==> config.mk <==
export PLATFORM = sky130hd
export DESIGN_NAME = barrel_shifter_pipe
export DESIGN_NICKNAME = d
export VERILOG_FILES = /design/src/rtl/shifter_pkg.sv /design/src/rtl/shift_stage.sv /design/src/rtl/barrel_shifter_pipe.sv
export SDC_FILE = /design/constraint.sdc
export NUM_CORES = 1
export LEC_CHECK = 0
export CORE_MARGIN = 3
export CORE_UTILIZATION = 54
export CTS_CLUSTER_SIZE = 30
export DETAILED_ROUTE_END_ITERATION = 8
export PLACE_DENSITY = 0.85
export SYNTH_ARGS = -nofsm -noshare
export SYNTH_HDL_FRONTEND = slang
export SYNTH_SLANG_ARGS = --single-unit
export TNS_END_PERCENT = 20
==> constraint.sdc <==
create_clock -name clk -period 1.6 [get_ports clk]
set_clock_uncertainty 0.15 [all_clocks]
set_input_delay 0.32 -clock clk [delete_from_list [all_inputs] [get_ports clk]]
set_output_delay 0.32 -clock clk [all_outputs]
set_load 0.03 [all_outputs]
==> src/rtl/shifter_pkg.sv <==
// shifter_pkg: mode/direction encodings and fill selection shared by the barrel shifter.
package shifter_pkg;
  localparam logic [1:0] MODE_LOG = 2'b00;
  localparam logic [1:0] MODE_ARI = 2'b01;
  localparam logic [1:0] MODE_ROT = 2'b10;
  localparam logic [1:0] MODE_RSV = 2'b11;
  localparam logic DIR_LEFT  = 1'b0;
  localparam logic DIR_RIGHT = 1'b1;
  // Only arithmetic right shifts bring in anything other than zeros; rotate ignores fill.
  function automatic logic fill_bit(input logic [1:0] mode, input logic dir, input logic msb);
    return (mode == MODE_ARI && dir == DIR_RIGHT) ? msb : 1'b0;
  endfunction
endpackage

==> src/rtl/shift_stage.sv <==
// shift_stage: one conditional shift/rotate by DIST bits in either direction.
module shift_stage
  import shifter_pkg::*;
#(
  parameter int WIDTH = 32,
  parameter int DIST  = 1
) (
  input  logic [WIDTH-1:0] i_data,
  input  logic             i_en,
  input  logic             i_dir,
  input  logic [1:0]       i_mode,
  input  logic             i_fill,
  output logic [WIDTH-1:0] o_data
);
  logic             w_rot;
  logic [WIDTH-1:0] w_left;
  logic [WIDTH-1:0] w_right;
  always_comb begin
    w_rot   = i_mode == MODE_ROT;
    w_left  = {i_data[WIDTH-DIST-1:0], w_rot ? i_data[WIDTH-1:WIDTH-DIST] : {DIST{i_fill}}};
    w_right = {w_rot ? i_data[DIST-1:0] : {DIST{i_fill}}, i_data[WIDTH-1:DIST]};
    o_data  = !i_en ? i_data : (i_dir == DIR_LEFT ? w_left : w_right);
  end
endmodule

==> src/rtl/barrel_shifter_pipe.sv <==
// barrel_shifter_pipe: pipelined logical/arithmetic/rotate barrel shifter with valid/ready flow control.
// Each register stage holds a beat still awaiting shift bit k; its shift feeds the next stage (or dout).
module barrel_shifter_pipe
  import shifter_pkg::*;
#(
  parameter int WIDTH = 32,
  parameter int SH_W  = $clog2(WIDTH)
) (
  input  logic             clk,
  input  logic             rst_n,
  input  logic             in_valid,
  output logic             in_ready,
  input  logic [WIDTH-1:0] din,
  input  logic [SH_W-1:0]  sh_amt,
  input  logic             dir,
  input  logic [1:0]       mode,
  output logic             out_valid,
  input  logic             out_ready,
  output logic [WIDTH-1:0] dout
);
  logic w_adv;
  assign w_adv    = out_ready | ~out_valid;
  assign in_ready = w_adv;
  genvar k;
  for (k = 0; k < SH_W; k++) begin : g_st
    logic [WIDTH-1:0]  r_data;
    logic [WIDTH-1:0]  w_shift;
    logic [SH_W-k-1:0] r_amt;
    logic              r_dir;
    logic [1:0]        r_mode;
    logic              r_msb;
    logic              r_valid;
    logic [WIDTH-1:0]  w_nd;
    logic [SH_W-k-1:0] w_na;
    logic              w_ndir;
    logic [1:0]        w_nmode;
    logic              w_nmsb;
    logic              w_nv;
    if (k == 0) begin : g_src
      always_comb begin
        w_nd    = din;
        w_na    = sh_amt;
        w_ndir  = dir;
        w_nmode = mode;
        w_nmsb  = din[WIDTH-1];
        w_nv    = in_valid;
      end
    end else begin : g_src
      // Drop the amount bit the previous stage just consumed.
      always_comb begin
        w_nd    = g_st[k-1].w_shift;
        w_na    = g_st[k-1].r_amt[SH_W-k:1];
        w_ndir  = g_st[k-1].r_dir;
        w_nmode = g_st[k-1].r_mode;
        w_nmsb  = g_st[k-1].r_msb;
        w_nv    = g_st[k-1].r_valid;
      end
    end
    always_ff @(posedge clk or negedge rst_n) begin
      if (!rst_n) begin
        r_data  <= '0;
        r_amt   <= '0;
        r_dir   <= 1'b0;
        r_mode  <= MODE_LOG;
        r_msb   <= 1'b0;
        r_valid <= 1'b0;
      end else if (w_adv) begin
        r_data  <= w_nd;
        r_amt   <= w_na;
        r_dir   <= w_ndir;
        r_mode  <= w_nmode;
        r_msb   <= w_nmsb;
        r_valid <= w_nv;
      end
    end
    shift_stage #(
      .WIDTH(WIDTH),
      .DIST (1 << k)
    ) u_stage (
      .i_data(r_data),
      .i_en  (r_amt[0]),
      .i_dir (r_dir),
      .i_mode(r_mode),
      .i_fill(fill_bit(r_mode, r_dir, r_msb)),
      .o_data(w_shift)
    );
  end
  assign dout      = g_st[SH_W-1].w_shift;
  assign out_valid = g_st[SH_W-1].r_valid;
endmodule
==> metrics.txt <==
cts bufs inserted 17; Sink Count 199; failing checks negative setup slack; Worst-Margin Slew 0.348 ns; clock-pin slew on the worst setup and hold paths 0.07 ns; xor and xnor area share after synthesis 0%; post-route ant nets 0; pwr dens 2340 nW/um^2; num ports 78; average size of a mapped cell 9.35 um^2; Net Count, Synth 1181; post-synthesis compound-gate area fraction 23.1%; Root Buffer clkbuf_16; chip width 146 um; Crit Path Class reg -> out; # DRC 0; Post-Synth Simple-Gate Area 15.2%; Switching Fraction 42.0%; count of cell types in the netlist 34; RSZ-0062 raised after global routing true; largest net degree at the start of global routing 66; setup TNS -16.47 ns; Layout area overhead 21.7%; PortBufs 77; Cell Area, Synth 10600 um^2; post-DP HPWL 17800 um; DIE AREA 21400 um^2; GRT overflow 0; status finished, violations left; multi-input logic area 5210 um^2; Seq pwr share 33.7%; routability cong. 0.896; fin. max-slew vios 0; Seq/Total Area, Yosys 46.9%; Vias 8756; Clk Latency, worst-skew pair 0.43 ns; Post-Synth Adder-Cell Area 0%; gr usage total 24.1%; CP Data Arrival Time 1.71 ns; Tcrit/Tclk final 136%; core box area 19000 um^2; Leakage 6.27 nW; Psw 12.7 mW; Vias/cell 5.90; fin crit period 2.18 ns; setup ws final -0.579 ns; die height 146 um; drt wl/cell 17.3 um; Comb pwr share 50.9%; FF+latch area 4980 um^2; 1st-iter DRT viols 657; VDD IR-drop max 1.05 mV; TritonCTS clock tree yes; CTS Buffer Depth 2; largest family of logic cells by synthesized area compound AO/OA/AOI/OAI gates; Total Wirelength 25700 um; share of cells above drive strength 1 14.7%; Final setup violation count 33; relative slew slack 76.7%; flops & latches, synth 199; Final Net Count 1255; Inserted Diodes 0; Worst EP required 1.13 ns; Setup crit start kind flip-flop; number of global-route vias before repair 8348; H-tree levels 4; mux contribution to synthesized area 9.23%; row cnt 50; clock power share 15.4%; Starting Density 55.9%; 1st-pass router iterations 5; placed cell areas 12100 um^2; max_cap viols 0; Fmax 0.459 GHz; CP Max Fanout 6; fillcell total 1430; final hold viol count 0; Hold Path Class in -> async; internal power 17.6 mW; global-route wire length before repair 42600 um; synthesized netlist cell count 1137; Finished Cell Area 12900 um^2; synth warn 0; initial antenna violation count 0; Critical Path Sink Type output pin
-- final timing paths --
| path | startpoint | end | slack, ns | cells after the start |
|---|---|---|---|---|
| min in group clk | din[17] | g_st[0].r_data[17] | 0.26 | 3 |
| hold / removal | rst_n | g_st[4].r_data[15] | 0.20 | 2 |
| setup reg to reg | g_st[2].r_dir | g_st[3].r_data[8] | 0.04 | 5 |
| setup / recovery | g_st[4].r_dir | dout[24] | -0.58 | 6 |
| hold reg to reg | g_st[2].r_amt[1] | g_st[2].r_amt[1] | 0.32 | 2 |
| max in group asynchronous | rst_n | g_st[4].r_data[13] | 0.50 | 3 |
-- through the flow --
step / power (mW) / hold WS, ns / std cells / worst slack (ns) / util, %
2_1_floorplan: 20.0 / -0.126 / 1137 / -0.0453 / -
3_3_place_gp: 24.0 / 0.0900 / 1446 / -0.264 / 63.5
3_5_place_dp: 24.6 / 0.0923 / 1446 / -0.295 / 63.5
4_1_cts: 30.1 / 0.204 / 1484 / -0.561 / 68.0
5_1_grt: 32.1 / 0.220 / 1484 / -0.630 / 68.0
6_report: 30.3 / 0.204 / 1484 / -0.579 / 68.0
-- cells in the mapped netlist --
| library cell | number | area [um^2] |
|---|---|---|
| a211o_1 | 12 | 105 |
| a211oi_1 | 86 | 646 |
| a21boi_0 | 16 | 120 |
| a21o_1 | 86 | 646 |
| a21oi_2 | 1 | 8.76 |
| a22o_1 | 18 | 158 |
| a31oi_1 | 1 | 6.26 |
| a41o_1 | 8 | 80.1 |
| and3_1 | 2 | 12.5 |
| buf_1 | 6 | 22.5 |
| buf_2 | 36 | 180 |
| buf_4 | 17 | 128 |
| buf_6 | 4 | 45.0 |
| clkbuf_1 | 38 | 143 |
| dfrtp_1 | 199 | 4980 |
| inv_1 | 19 | 71.3 |
| inv_2 | 3 | 11.3 |
| mux2i_1 | 98 | 981 |
| nand2_1 | 241 | 905 |
| nand2b_1 | 13 | 81.3 |
| nand3b_1 | 2 | 15.0 |
| nand4b_1 | 16 | 140 |
| nand4b_2 | 1 | 15.0 |
| nor2_1 | 110 | 413 |
| nor2b_1 | 1 | 6.26 |
| o2111a_1 | 4 | 45.0 |
| o2111ai_1 | 2 | 17.5 |
| o21ai_0 | 44 | 220 |
| o21ai_1 | 16 | 80.1 |
| o22a_1 | 17 | 149 |
| o22ai_1 | 4 | 25.0 |
| o311a_1 | 13 | 130 |
| o31ai_4 | 1 | 21.3 |
| or4bb_1 | 2 | 22.5 |
-- kinds of logic after synthesis --
logic type / Yosys count
buffers and inverters: 123
flip-flops: 199
AO/OA/AOI/OAI: 329
multiplexers: 98
AND/OR/NAND/NOR: 388
-- power groups by stage --
stage | Sequential (mW) | Clock (mW) | Combinational [mW]
3_5_place_dp | 10.2 | 0 | 14.5
5_1_grt | 10.5 | 4.92 | 16.7
6_report | 10.2 | 4.66 | 15.4
2_1_floorplan | 9.11 | 0 | 10.9
4_1_cts | 10.1 | 4.71 | 15.3
3_3_place_gp | 10.0 | 0 | 14.0
-- critical path, stage by stage (launching register included) --
cell and delay, ns:
dfrtp_1 0.38, inv_2 0.07, o31ai_4 0.29, buf_6 0.15, buf_12 0.11, o22a_2 0.15, buf_6 0.13
-- layout by cell type, fill, tap and decap left out, types with 3 or more instances in the layout --
| cell | Yosys | layout |
|---|---|---|
| buf_12 | 0 | 22 |
| dfrtp_1 | 199 | 197 |
| a22o_1 | 18 | 8 |
| a41o_1 | 8 | 8 |
| inv_1 | 19 | 19 |
| clkbuf_8 | 0 | 3 |
| a211o_1 | 12 | 12 |
| o22a_2 | 0 | 8 |
| bufinv_16 | 0 | 4 |
| clkinvlp_4 | 0 | 3 |
| buf_4 | 17 | 56 |
| nand2b_1 | 13 | 11 |
| o22a_1 | 17 | 7 |
| o21ai_1 | 16 | 16 |
| o21ai_0 | 44 | 44 |
| a21boi_0 | 16 | 5 |
| a22o_4 | 0 | 10 |
| a21boi_2 | 0 | 4 |
| o2111a_1 | 4 | 4 |
| buf_6 | 4 | 33 |
| a211oi_1 | 86 | 86 |
| clkbuf_16 | 0 | 17 |
| clkdlybuf4s50_1 | 0 | 42 |
| mux2i_1 | 98 | 98 |
| a21o_1 | 86 | 86 |
| nand2_1 | 241 | 241 |
| nand4b_1 | 16 | 16 |
| clkinv_4 | 0 | 3 |
| a21boi_1 | 0 | 7 |
| o311a_1 | 13 | 13 |
| nor2_1 | 110 | 110 |
| o22ai_1 | 4 | 4 |
-- registers in the layout, summed over array words and instances (netlist names) --
signal and count:
g_st.r_valid 4, g_st.r_amt 15, g_st.r_dir 5, g_st.r_msb 4, out_valid 1, g_st.r_mode 10
g_st.r_data 160
-- timing repair --
item,CTS,global route
hold buffers,1,0
setup endpoints to repair,37,42
setup buffers,4,1
pin swaps,16,3
gates cloned,1,0
hold endpoints to repair,176,0
gates resized for setup,44,15
-- area by class of cell --
class | count | area share (%)
timing repair buffer | 156 | 13.0
tap | 260 | 2.51
multi-input combinational | 815 | 40.3
clock buffer | 19 | 3.50
sequential | 199 | 38.5
clock inverter | 13 | 1.50
inverter | 22 | 0.658
-- routing by layer --
| layer | wire length (um) | vias to the layer above | share of wire [%] | GRT usage (%) |
|---|---|---|---|---|
| met1 | 11100 | 4246 | 43 | 31.7 |
| met2 | 12700 | 285 | 50 | 40.4 |
| met4 | 731 | 0 | 2.8 | 9.45 |
| met5 | 0 | - | 0 | 0 |
| met3 | 1100 | 51 | 4.3 | 3.63 |
| li1 | - | 4174 | - | - |
(Power assumes the default switching activity.)
==> variant 1: new RTL, config.mk and constraints unchanged <==
Reset style: synchronous (`rst_n`), changed in one clocked block.
--- a/src/rtl/barrel_shifter_pipe.sv
+++ b/src/rtl/barrel_shifter_pipe.sv
@@ -56,7 +56,7 @@
         w_nv    = g_st[k-1].r_valid;
       end
     end
-    always_ff @(posedge clk or negedge rst_n) begin
+    always_ff @(posedge clk) begin
       if (!rst_n) begin
         r_data  <= '0;
         r_amt   <= '0;
Behaviour: not the same (Yosys sat finds a counterexample within 10 cycles, from zero or initial values and one cycle with rst_n low; the reset may be asserted at any time).
==> variant 1 against the original RTL <==
The run still ends with negative setup slack left; cell count is 6.1% higher; final area fell by 1.3%; wire length increased by 5.3%; sequential cell count unchanged; worst setup slack improved by 76 ps; critical path depth down 1; synthesized area is 0.80% higher; critical path type unchanged; critical endpoint is now dout[22]; largest cell class unchanged; highest routed layer unchanged.
Power is not compared: it rests on default switching activity, and its combinational part moved more than twofold at a synthesized area within 25%.
==> variant 1: results (changes against the original RTL) <==
Yosys
  • Yosys cell types: 40 (was 34)
  • Post-Synth XOR/XNOR Area: 0% (unchanged)
  • Synth cell count leaders: nand2_1, dfxtp_1, nor2_1, a21boi_0, mux2i_1 (was nand2_1, dfrtp_1, nor2_1, mux2i_1)
  • Async SR Flop Fraction: 0% (was 100%)
  • Synth top area cells: dfxtp_1, mux2i_1, nand2_1 (was dfrtp_1, mux2i_1, nand2_1)
  • Seq/Total Area, Yosys: 37.2% (was 46.9%)
  • Post-synthesis mux area share: 9.16% (was 9.23%)
  • Compound-gate portion of the synthesized area: 29.4% (was 23.1%)

Global route
  • Vias in the first global route: 8796 (was 8348)
  • Global-route wire length before repair: 44200 µm (was 42600 µm)
  • Total track usage: 24.6% (was 24.1%)
  • Largest net degree at the start of global routing: 66 (unchanged)

Detailed routing
  • WL final: 27000 µm (was 25700 µm)
  • Drt via density: 5.91 (was 5.90)
  • Initial drt markers: 614 (was 657)

Worst setup path
  • Arr. time, crit path: 1630 ps (was 1710 ps)
  • CP max stage delay: 330 ps (was 380 ps)
  • Delay-heaviest family, CP: compound AO/OA/AOI/OAI gates (was buffers and inverters)
  • CP Max Fanout: 10 (was 6)
  • Slowest CP cell: dfxtp_2 (was dfrtp_1)

STA
  • Worst-Margin Slew: 373 ps (was 348 ps)
  • Fin Setup TNS: -14360 ps (was -16470 ps)
  • Final worst slack: -503 ps (was -579 ps)
  • Finish-stage setup viols: 34 (was 33)

Finish
  • Share of cells above drive strength 1: 13.8% (was 14.7%)
  • Fillers: 1474 (was 1430)
  • Nets@finish: 1345 (was 1255)

Status
  • Status: finished, violations left (unchanged)
  • Failing checks: negative setup slack (unchanged)

Clock tree
  • H-tree depth: 4 (unchanged)
  • Worst-path clk slew: 70 ps (about the same)

Hold path
  • Hold Crit Class: in2reg (was in2async)

Place
  • GP Congestion: 0.905 (was 0.896)
  • HPWL after detailed placement: 18800 µm (was 17800 µm)
## variant 1: cell count changes in the layout (fill, tap and decap cells not counted), sizes merged, moves of 15 or more
cell     unedited run  this run
dfxtp               0       199
o21ai              60        16
a311o               0        15
a211o              12        88
a211oi             86        10
a21boi             16       189
a21o               86         0
nand2             241       259
dfrtp             199         0
nand4bb             0        15
## variant 1: routing by layer
metal | share of wire [%] | global-route usage, %
met5 | 0 | 0
met4 | 1.9 | 7.24
met3 | 4.6 | 4.10
met2 | 50 | 42.6
met1 | 44 | 31.7
## variant 1: cell type report
| class | instances | area, µm² | area share [%] |
|---|---|---|---|
| multi-input cells | 924 | 6120 | 47.9 |
| flip-flops and latches | 199 | 4000 | 31.3 |
| repair buffers | 144 | 1680 | 13.2 |
| clock buffers | 21 | 460 | 3.61 |
| well taps | 260 | 325 | 2.55 |
| clock inverters | 11 | 124 | 0.970 |
| inverters | 15 | 57.6 | 0.451 |
## variant 1: report_power, final
part	leakage [nW]	internal, mW	switching, mW	total (mW)
clock network	0.279	2.39	1.92	4.30
registers	1.64	5.21	0.309	5.52
logic	2.57	0.764	0.650	1.41
## variant 1: path summary, 6_finish.rpt
path / start / endpoint / slack [ps] / cells after the start
hold / removal: rst_n / g_st[2].r_data[9] / 90 / 2
hold reg to reg: g_st[3].r_valid / g_st[3].r_valid / 320 / 2
setup / recovery: g_st[4].r_mode[0] / dout[22] / -500 / 5
setup reg to reg: out_valid / g_st[3].r_data[21] / 40 / 5
## variant 1: worst reg2reg max path, cell delays in order, from the launching register on
cell,delay (ps)
dfxtp_2,350
nor2b_4,310
buf_4,240
buf_4,180
a211oi_1,60
o21a_1,170
## variant 1: cell families (layout without fill, tap and decap cells)
kind of cell,after synthesis,in the layout
AO/OA/AOI/OAI,392,392
buffers and inverters,139,191
flip-flops,199,199
multiplexers,98,98
AND/OR/NAND/NOR,434,434
## variant 1: repair_timing
| action | in CTS | in global routing |
|---|---|---|
| hold buffers | 0 | 0 |
| buffers inserted | 1 | 0 |
| gates resized for setup | 48 | 32 |
| setup endpoints to repair | 74 | 113 |
| pin swaps | 8 | 7 |
## variant 1: stage by stage
| step | std cells | hold WS, ps | setup slack, ps | power, mW | area (µm²) |
|---|---|---|---|---|---|
| CTS | 1574 | 85.6 | -456 | 11.2 | 12700 |
| global placement | 1541 | 298 | -353 | 6.93 | 11900 |
| global route | 1574 | 87.8 | -571 | 11.6 | 12800 |
| floorplan | 1262 | 290 | -31.8 | 6.49 | 10800 |
| detailed placement | 1541 | 305 | -422 | 6.97 | 11900 |
| finish | 1574 | 92.5 | -503 | 11.2 | 12800 |
==> variant 2: new RTL, config.mk and constraints unchanged <==
Without the edit above. `WIDTH` is set to 32 in 2 places; all go to 64.
--- a/src/rtl/shift_stage.sv
+++ b/src/rtl/shift_stage.sv
@@ -2,7 +2,7 @@
 module shift_stage
   import shifter_pkg::*;
 #(
-  parameter int WIDTH = 32,
+  parameter int WIDTH = 64,
   parameter int DIST  = 1
 ) (
   input  logic [WIDTH-1:0] i_data,
--- a/src/rtl/barrel_shifter_pipe.sv
+++ b/src/rtl/barrel_shifter_pipe.sv
@@ -3,7 +3,7 @@
 module barrel_shifter_pipe
   import shifter_pkg::*;
 #(
-  parameter int WIDTH = 32,
+  parameter int WIDTH = 64,
   parameter int SH_W  = $clog2(WIDTH)
 ) (
   input  logic             clk,
Ports: changed (resized din, dout and sh_amt); port bits go from 78 to 143. No check against the original RTL was run, so the function may have changed too.
==> variant 2 against the original RTL <==
The flow still finishes with violations (negative setup slack); synthesized area is 120% higher; worst hold slack got worse by 150 ps; first-iteration DRC count rose to 3.9 times the old value; sequential power rose by 140%; total power rose to 2.7 times the old value; count of clock-buffer cells in the layout up 51; wire length increased to 3.1 times the old value; sequential cell count rose by 235; final area up 150%; worst setup slack lost 330 ps; critical path type unchanged; critical endpoint is now dout[35].
==> variant 2: results (changes against the original RTL) <==
Worst setup path
  • R2R cell count: 8 (was 5)
  • Worst R2R Start: out_valid (was g_st[2].r_dir)
  • Crit path from: g_st[5].r_mode[0] (was g_st[4].r_dir)
  • Reg-to-Reg End: g_st[4].r_data[50] (was g_st[3].r_data[8])

Detailed routing
  • Initial drt markers: 2545 (was 657)
  • Drt via density: 6.47 (was 5.90)
  • Via count: 21600 (was 8756)
  • M1 wire length: 30000 µm (was 11100 µm)
  • WL met2: 38900 µm (was 12700 µm)
  • Routed length on met3: 5910 µm (was 1100 µm)

Global route
  • Largest net degree at the start of global routing: 61 (was 66)
  • Global-route wire length before repair: 114000 µm (was 42600 µm)
  • Total track usage: 29.9% (was 24.1%)
  • M1 GR Usage: 38.5% (was 31.7%)

Yosys
  • Synth top area cells: dfrtp_1, mux2i_1, a211oi_1 (was dfrtp_1, mux2i_1, nand2_1)
  • Synthesized netlist cell count: 2512 (was 1137)

STA
  • Finish-stage setup viols: 429 (was 33)
  • Fin Setup TNS: -99330 ps (was -16470 ps)
  • Final worst slack: -912 ps (was -579 ps)

Clock tree
  • Post-CTS Setup Inserts: 15 (was 4)
  • Num CTS Buffers: 46 (was 17)
  • Clk_lat worst skew: 600 ps (was 430 ps)
  • H-tree depth: 2 (was 4)
  • Post-cts resize count: 131 (was 44)

Status
  • Status: finished, violations left (unchanged)
  • Failing checks: negative setup slack (unchanged)

Place
  • DP Area: 27800 µm² (was 12100 µm²)
  • Dpl cells: 3205 (was 1446)
  • Buffers on Ports: 142 (was 77)
  • Setup WS pre-CTS: -516 ps (was -295 ps)

Power and ir drop
  • Gate power share: 55.4% (was 50.9%)
  • Internal power: 45.8 mW (was 17.6 mW)
  • Pleak: 15.0 nW (was 6.27 nW)

Finish
  • Reg area: 10900 µm² (was 4980 µm²)
  • Largest regs: g_st.r_data (384), g_st.r_amt (21), g_st.r_mode (12) (was g_st.r_data (160), g_st.r_amt (15), g_st.r_mode (10))
  • Share of cells above drive strength 1: 24.2% (was 14.7%)
-- variant 2: worst max-delay path: cells and delay by family, from the launching register on --
kind / cells / cell delay (ps)
flip-flops: 1 / 400
buffers and inverters: 2 / 280
AO/OA/AOI/OAI: 2 / 560
AND/OR/NAND/NOR: 1 / 180
-- variant 2: layout make-up --
cell class,instances,area share (%)
sequential,434,34.2
multi-input combinational,1792,41.0
inverter,46,0.565
tap,585,2.30
timing repair buffer,399,16.7
clock inverter,13,0.840
clock buffer,70,4.41
-- variant 2: logic make-up (layout without fill, tap and decap cells) --
| family | after synthesis | count (layout) | synth area share (%) |
|---|---|---|---|
| muxes | 258 | 258 | 10.8 |
| DFF | 434 | 434 | 45.6 |
| AOI/OAI and AO/OA | 787 | 787 | 24.6 |
| buffers and inverters | 286 | 528 | 6.09 |
| and+or+nand+nor | 747 | 747 | 12.9 |
